--- config.mk ---
export PLATFORM = sky130hd
export DESIGN_NAME = text_cycler
export DESIGN_NICKNAME = d
export VERILOG_FILES = /design/src/rtl/video_pkg.sv /design/src/rtl/seg_glyph.sv /design/src/rtl/text_cycler.sv
export SDC_FILE = /design/constraint.sdc
export NUM_CORES = 1
export LEC_CHECK = 0
export ABC_AREA = 0
export BUFFER_PORTS_ARGS = -buffer_cell sky130_fd_sc_hd__buf_2
export CELL_PAD_IN_SITES_DETAIL_PLACEMENT = 0
export CELL_PAD_IN_SITES_GLOBAL_PLACEMENT = 1
export CORE_MARGIN = 5
export CORE_UTILIZATION = 35
export DETAILED_ROUTE_END_ITERATION = 16
export PLACE_DENSITY = 0.75
export SETUP_SLACK_MARGIN = 0.05
export SYNTH_ARGS = -nofsm -noshare
export SYNTH_HDL_FRONTEND = slang
export SYNTH_SLANG_ARGS = --single-unit
--- constraint.sdc ---
create_clock -name clk -period 4.7 [get_ports clk]
set_input_delay 0.47 -clock clk [delete_from_list [all_inputs] [get_ports clk]]
set_output_delay 0.47 -clock clk [all_outputs]
set_load 0.01 [all_outputs]
--- src/rtl/video_pkg.sv ---
// video_pkg: glyph codes, 10-segment map, glyph cell geometry and text fade FSM states
package video_pkg;
  typedef enum logic [1:0] {FADE_IN, HOLD, FADE_OUT} state_t;
  localparam logic [3:0] C_SP = 4'd0, C_A = 4'd1, C_C = 4'd2, C_E = 4'd3, C_H = 4'd4, C_K = 4'd5;
  localparam logic [3:0] C_L = 4'd6, C_P = 4'd7, C_R = 4'd8, C_S = 4'd9, C_T = 4'd10, C_V = 4'd11;
  localparam int GW = 50, GH = 100, GHH = 50, GC = 25, GT = 6;
  // bit i lights segment i: top, UR, LR, bottom, LL, UL, middle, upper diag, lower diag, centre vertical
  function automatic logic [9:0] seg_map(input logic [3:0] code);
    return code == C_A ? 10'h077 :
           code == C_C ? 10'h039 :
           code == C_E ? 10'h079 :
           code == C_H ? 10'h076 :
           code == C_K ? 10'h1b0 :
           code == C_L ? 10'h038 :
           code == C_P ? 10'h073 :
           code == C_R ? 10'h173 :
           code == C_S ? 10'h06d :
           code == C_T ? 10'h201 :
           code == C_V ? 10'h122 : 10'h000;
  endfunction
endpackage

--- src/rtl/seg_glyph.sv ---
// seg_glyph: combinational 10-segment glyph renderer for one 50x100 cell at origin (x_i, y_i)
module seg_glyph
  import video_pkg::*;
(
  input  logic [9:0] x_i,
  input  logic [9:0] y_i,
  input  logic [3:0] code_i,
  input  logic [9:0] hpos_i,
  input  logic [9:0] vpos_i,
  output logic       pixel_o
);
  localparam logic [9:0] W = 10'(GW), H = 10'(GH), HH = 10'(GHH), C = 10'(GC), T = 10'(GT);
  localparam logic [10:0] H2 = 11'(GH), T2 = 11'(GT);
  logic [9:0] lx, ly, s;
  logic [10:0] u, v, ly2;
  logic in_cell;
  assign lx = hpos_i - x_i;
  assign ly = vpos_i - y_i;
  assign in_cell = hpos_i >= x_i && vpos_i >= y_i && lx < W && ly < H;
  assign u = {lx, 1'b0} + {1'b0, ly};
  assign v = {lx, 1'b0};
  assign ly2 = {1'b0, ly};
  assign s[0] = ly < T;
  assign s[1] = lx >= W - T && ly < HH;
  assign s[2] = lx >= W - T && ly >= HH;
  assign s[3] = ly >= H - T;
  assign s[4] = lx < T && ly >= HH;
  assign s[5] = lx < T && ly < HH;
  assign s[6] = ly >= HH - T / 2 && ly < HH + T / 2;
  // diagonals run from the cell centre to the top-right and bottom-right corners
  assign s[7] = ly < HH && u + T2 >= H2 && u <= H2 + T2;
  assign s[8] = ly >= HH && v + T2 >= ly2 && v <= ly2 + T2;
  assign s[9] = lx >= C - T / 2 && lx < C + T / 2;
  assign pixel_o = in_cell && |(s & seg_map(code_i));
endmodule

--- src/rtl/text_cycler.sv ---
// text_cycler: cycles NUM_WORDS words through fade-in/hold/fade-out, rendering glyph pixels and level.
// Optional TEXT_CYCLER_BLINK_EN blanks the pixel 16 of every 32 frames while holding.
module text_cycler
  import video_pkg::*;
#(
  parameter int NUM_WORDS        = 4,
  parameter int CHARS            = 6,
  parameter int CHAR_PITCH       = 64,
  parameter int X0               = 100,
  parameter int Y0               = 280,
  parameter int FADE_STEP_FRAMES = 4,
  parameter int HOLD_FRAMES      = 60
) (
  input  logic                             clk,
  input  logic                             rst_n,
  input  logic [9:0]                       hpos,
  input  logic [9:0]                       vpos,
  input  logic                             frame_tick,
  input  logic                             pause,
  input  logic [NUM_WORDS*CHARS*4-1:0]     words,
  output logic                             pixel,
  output logic [2:0]                       level,
  output logic [$clog2(NUM_WORDS)-1:0]     word_idx
);
  localparam int LP = $clog2(CHAR_PITCH);
  localparam int WW = $clog2(NUM_WORDS);
  localparam int CW = $clog2((FADE_STEP_FRAMES > HOLD_FRAMES ? FADE_STEP_FRAMES : HOLD_FRAMES) + 1);
  localparam logic [9:0] XL = 10'(X0), XR = 10'(X0 + CHARS * CHAR_PITCH), YT = 10'(Y0);
  state_t state_q, state_d;
  logic [CW-1:0] cnt_q, cnt_d;
  logic [2:0] level_q, level_d;
  logic [WW-1:0] word_q, word_d;
  logic pixel_q, pixel_d;
  logic tick, step_done, hold_done, in_region, hit, blank;
  logic [9:0] dx, ci, gx;
  logic [3:0] code;
  assign tick = frame_tick && !pause;
  assign step_done = cnt_q == CW'(FADE_STEP_FRAMES - 1);
  assign hold_done = cnt_q == CW'(HOLD_FRAMES - 1);
  always_comb begin
    state_d = state_q;
    cnt_d = cnt_q;
    level_d = level_q;
    word_d = word_q;
    if (tick) begin
      case (state_q)
        FADE_IN: begin
          cnt_d = step_done ? '0 : cnt_q + CW'(1);
          if (step_done) begin
            level_d = level_q == 3'd7 ? level_q : level_q + 3'd1;
            state_d = level_q >= 3'd6 ? HOLD : FADE_IN;
          end
        end
        HOLD: begin
          cnt_d = hold_done ? '0 : cnt_q + CW'(1);
          state_d = hold_done ? FADE_OUT : HOLD;
        end
        FADE_OUT: begin
          cnt_d = step_done ? '0 : cnt_q + CW'(1);
          if (step_done) begin
            level_d = level_q == 3'd0 ? level_q : level_q - 3'd1;
            if (level_q <= 3'd1) begin
              state_d = FADE_IN;
              word_d = word_q == WW'(NUM_WORDS - 1) ? '0 : word_q + WW'(1);
            end
          end
        end
        default: state_d = FADE_IN;
      endcase
    end
  end
  // CHAR_PITCH is a power of two, so glyph index and origin are shifts
  assign in_region = hpos >= XL && hpos < XR;
  assign dx = hpos - XL;
  assign ci = dx >> LP;
  assign gx = XL + (ci << LP);
  assign code = in_region ? words[(int'(word_q) * CHARS + int'(ci)) * 4 +: 4] : C_SP;
  seg_glyph u_glyph (
    .x_i    (gx),
    .y_i    (YT),
    .code_i (code),
    .hpos_i (hpos),
    .vpos_i (vpos),
    .pixel_o(hit)
  );
`ifdef TEXT_CYCLER_BLINK_EN
  logic [4:0] blink_q, blink_d;
  assign blink_d = !tick ? blink_q : state_q == HOLD ? blink_q + 5'd1 : state_d == HOLD ? 5'd0 : blink_q;
  assign blank = state_q == HOLD && blink_q[4];
  always_ff @(posedge clk) blink_q <= !rst_n ? 5'd0 : blink_d;
`else
  assign blank = 1'b0;
`endif
  assign pixel_d = hit && level_q != 3'd0 && !blank;
  always_ff @(posedge clk) begin
    if (!rst_n) begin
      state_q <= FADE_IN;
      cnt_q <= '0;
      level_q <= '0;
      word_q <= '0;
      pixel_q <= 1'b0;
    end else begin
      state_q <= state_d;
      cnt_q <= cnt_d;
      level_q <= level_d;
      word_q <= word_d;
      pixel_q <= pixel_d;
    end
  end
  assign pixel = pixel_q;
  assign level = level_q;
  assign word_idx = word_q;
endmodule

* Yosys cells after proc, flatten, opt, wreduce, memory -nomap -nowiden *
Index checks and enable logic that the tools add are counted.

storage, ports and cells
  bits in registers = 14
  latch bits = 0
  bits in writable memories = 0
  ROM bits = 0
  input port bits = 120
  output and inout port bits = 6
  logic and storage cells = 121
  memories kept = 0

cells by class
  add/sub/neg operators = 13
  multipliers = 1
  divide/modulo/power cells = 0
  $lt $le $gt $ge = 22
  equal/unequal tests = 22
  shifts and indexed selects = 1
  multiplexer cells = 27
  bitwise gates (word level) = 1
  reductions and logical operators = 29

operators with widths
  cell                   number
  $mux 10                10
  $shiftx 96x9->4        1
  $ge 10x6->1 const B    3
  $lt 10x6->1 const B    3
  $add 11x3->11 const B  2
  $ge 10x7->1 const B    2
  $lt 10x3->1 const B    2
  $logic_and 1x1->1      17
  $eq 4x3->1 const B     4
  $eq 4x4->1 const B     4
  $mux 3                 4
  $mux 6                 2
  $pmux 6 s2             1
  $add 10x3->11 const B  1
  $add 11x10->11         1
  $ge 11x10->1           1
  $ge 11x7->1 const B    1
  $le 11x11->1           1
  $le 11x7->1 const B    1
  $add 7x10->10 const A  1
  $and 10x10->10         1
  $ge 10x10->1           1
  $ge 10x5->1 const B    1
  $ge 10x9->1 const B    1
  38 further kinds       50

* Depth between registers and ports, before layout *
  depth after elaboration = 20
  mapped depth = 23
  gate-level depth less buffers = 22

* Modules after synthesis *
From an unflattened synthesis, not the netlist that was laid out.

unflattened totals
  cell total of the unflattened synthesis = 561
  area total of the unflattened synthesis = 4620.7 µm²

by module, submodules not included
  module       times used  cells each  area an instance (µm²)
  seg_glyph    1           367         2620.0
  text_cycler  1           194         2000.7

* Least setup slack after synthesis *
Ideal clock, no wire load.

  kind = input to register
  start = input hpos[2]
  end = register pixel_q (netlist: pixel)
  arrival = 4.443 ns
  path slack = 0.178 ns
  stages = 18
  path buffers = 2
  path through = or3_1 > nand3_1 > xor2_1 > ha_1 > inv_1 > fa_1 > buf_2 > mux2_1 > or3_1 > and4_1 > mux2_4 > and2_4 > buf_6 > nor4_4 > a31oi_1 > o41ai_2 > a2111oi_2 > a211oi_2

on the way
  cells in the longest elaborated chain, start to end = 20
  elaborated cells between the ends (all ways) = 60
  those cells by class = 7 x add/sub; 12 x order compare; 11 x eq/ne; 1 x shift; 12 x mux; 1 x bitwise; 16 x reduce/logical

ends and longest elaborated chain
  what                                                     line                RTL
  start, declared                                          text_cycler.sv:16   input logic [9:0] hpos,
  branches (longest 18 deep; another with $add 11x10->11)  --
  $logic_and 1x1->1 (*)                                    seg_glyph.sv:34     assign pixel_o = in_cell && |(s & seg_map(code_i));
  $logic_and 1x1->1 (*)                                    text_cycler.sv:94   assign pixel_d = hit && level_q != 3'd0 && !blank;
  end signal, assigned                                     text_cycler.sv:107  pixel_q <= pixel_d;
  end, declared                                            text_cycler.sv:33   logic pixel_q, pixel_d;

Every way passes the cells marked *.
A chain may end at the register's enable or synchronous reset.

* Worst setup path after layout *
Same ends and word-level chain as after synthesis.

==> run_results.csv <==
group,metric,value,unit
outcome,status,"finished clean",
synthesis,syn_inst,523,
route,finalWirelength,12700,um
clock_network,ctsResizeCount,0,
floorplan,core-area,11500,um^2
clock_network,postCtsHoldBufs,0,
synthesis,muxShareOfSynthArea,15.7,%
flow_run,drv_cap,0,
clock_network,cts_root_buffer,"clkbuf_16",
clock_network,clk_latency,0.25,ns
worst_setup_path,critPathMaxFanout,6,
clock_network,cts_max_level,1,
synthesis,synth_top_family_by_area,"simple AND/OR/NAND/NOR gates",
synthesis,synth_fa_ha_area_share,18.0,%
hold_path,min_path_cells,3,
grt,grt_max_degree,26,
place,portBuffers,125,
timing,setup_viol,0,
synthesis,yosys_register_bits,14,
timing,setup_tns,0,ns
timing,grt_setup_unrepaired,"no",
place,post-dp-hpwl,10900,um
synthesis,synth_warnings,0,
floorplan,die-width,119,um
route,vias_per_cell,5.48,
worst_setup_path,r2r-end,"pixel",
worst_setup_path,start_kind,"input pin",
cells_and_area,final_nets,834,
cells_and_area,layout.cells.most_common,"buf_2",
hold_path,worstHoldPathType,"in2reg",
grt,grt_overflow,0,
timing,drv_slew,0,
pwr,p_leak,2.32,nW
pwr,irDropWorstVdd,0.198,mV
clock_network,clockBufferDepth,2,
cells_and_area,layout_common_cells,"125 x buf_2, 55 x ha_1, 42 x nor2_1",
pwr,p_total,1.10,mW
clock_network,path_clk_slew,0.05,ns
timing,relSlewSlack,52.2,%
floorplan,pin_count,126,
worst_setup_path,cp_data_arrival_time,4.55,ns
grt,grt_pass1_wl,20800,um
cells_and_area,drive_above_1_share,26.4,%
timing,fin_skew,0.00598,ns
floorplan,initial_utilization,36.2,%
timing,hold_slack,0.519,ns
clock_network,clock_sinks,14,
pwr,power_density,215,nW/um^2
floorplan,fp.dieArea,14200,um^2
route,wl_per_cell,15.9,um
route,remaining_drc_errors,0,
synthesis,synth_area_per_cell,7.96,um^2
hold_path,min_from,"rst_n",
synthesis,syn_area,4160,um^2
worst_setup_path,cp-end-kind,"flop",
cells_and_area,stdcell_area,5110,um^2
worst_setup_path,required,4.88,ns
timing,min_period,4.37,ns
clock_network,cts_buffers,3,
route,drt_iter0_markers,218,
hold_path,min_to,"state_q[0]",
cells_and_area,diodes,0,
grt,grt_usage,17.1,%
floorplan,die_h,119,um
route,final_antenna_net_count,0,
worst_setup_path,worstSetupPathType,"in2reg",
timing,hold_viol_final,0,
grt,antenna_found_initial,0,
synthesis,async_flop_share,0,%
worst_setup_path,rrSetupSlack,0.93,ns
timing,fin_crit_sh,93.0,%
timing,worst_slew_pin_slew,0.710,ns
route,dr.pass1.iters,5,
synthesis,synth_nets,700,
worst_setup_path,r2r-start,"word_idx[0]",
route,vias,4382,
place,place.gp.congestion,0.873,
cells_and_area,area_growth,22.8,%
floorplan,fp-row-count,39,
synthesis,synth_edf_count,0,
timing,max_freq,229,MHz
synthesis,synth-simple-area-share,22.9,%
synthesis,ys_types,70,
synthesis,ys_seq_area_share,6.73,%
cells_and_area,post-route-util,44.4,%
synthesis,synthFlopType,"dfxtp_1",
grt,grt_pass1_vias,4482,
place,placed_area,5020,um^2
synthesis,synth_compound_area_share,19.4,%
worst_setup_path,worstRegToRegCells,13,
synthesis,synth_xor_area_share,11.3,%
clock_network,post_cts.repair.setup_buffers,0,
clock_network,cts_tree,"yes",
kinds of logic after synthesis:
group / count (synthesis)
fa+ha+maj: 59
mux: 34
simple gates: 184
buf+inv: 55
xor+xnor: 53
compound gates: 124
flops: 14
registers in the layout, summed over array words and instances, names as in the netlist:
name,cells
level,3
state_q,2
word_idx,2
cnt_q,6
pixel,1
per-stage QoR:
step,cells,setup slack [ns]
finish,799,0.331
global route,799,0.0693
CTS,799,0.307
detailed placement,795,0.0726
global placement,795,0.115
floorplan,523,0.178
power by group:
group	internal, mW	leakage (nW)	switching, mW
registers	0.120	0.113	0.00114
clock network	0.129	0.0442	0.0566
logic	0.368	2.17	0.422
total	0.618	2.32	0.480
routing by layer:
layer | vias to the layer above | global-route usage (%) | routed length, um | part of all wire [%]
met4 | 0 | 2.53 | 142 | 1.1
met1 | 2038 | 21.7 | 5550 | 44
met5 | - | 0 | 0 | 0
met2 | 127 | 31.4 | 6410 | 51
li1 | 2202 | - | - | -
met3 | 15 | 2.27 | 575 | 4.5
worst max path at each step:
| stage | start | to | slack [ns] |
|---|---|---|---|
| 3_3_place_gp | hpos[2] | pixel | 0.12 |
| 4_1_cts | hpos[2] | pixel | 0.31 |
| 6_report | hpos[2] | pixel | 0.33 |
| 3_5_place_dp | hpos[2] | pixel | 0.07 |
| 5_1_grt | hpos[2] | pixel | 0.07 |
| 2_1_floorplan | hpos[2] | pixel | 0.18 |
synth_stat cells (2+ instances only):
master,count,share of area [%]
a2111oi_2,2,0.72
a211oi_1,3,0.54
a21o_1,4,0.72
a21oi_1,34,4.1
a311oi_1,3,0.63
a31oi_1,6,0.90
a41oi_1,2,0.42
and2_1,5,0.75
and3_1,6,0.90
and4_1,3,0.63
buf_2,6,0.72
buf_4,2,0.36
buf_6,2,0.54
clkbuf_1,4,0.36
dfxtp_1,14,6.7
fa_1,2,0.96
ha_1,55,17
inv_1,38,3.4
maj3_1,2,0.48
mux2i_1,10,2.4
mux4_1,8,5.0
mux4_2,14,7.6
nand2_1,39,3.5
nand2b_1,12,1.8
nand3_1,27,3.2
nand4_1,11,1.7
nor2_1,42,3.8
nor2b_1,11,1.7
nor3_1,11,1.3
nor3b_1,2,0.36
nor4bb_1,2,0.48
o211ai_1,3,0.54
o21a_1,10,1.8
o21ai_0,31,3.7
o21ai_1,3,0.36
o22ai_1,2,0.30
o31ai_1,4,0.72
or3_1,6,0.90
xnor2_1,35,7.4
xor2_1,17,3.6
cell type report:
cell class,instances,area [um^2]
Clock buffer,4,88.8
Sequential cell,14,280
Fill cell,1193,6400
Multi-Input combinational cell,454,3630
Timing Repair Buffer,145,788
Inverter,39,146
Tap cell,143,179
critical path, cell delays in order:
cell,delay (ns)
buf_2,0.11
or3_1,0.41
nand3_1,0.14
xor2_1,0.27
ha_1,0.23
inv_1,0.06
fa_1,0.57
mux2_1,0.32
or3_1,0.30
and4_1,0.19
mux2_4,0.28
and2_4,0.19
nor4_4,0.28
a31oi_1,0.08
o41ai_2,0.36
a2111oi_2,0.07
a211oi_2,0.21
Power figures use the tool's default switching activity.
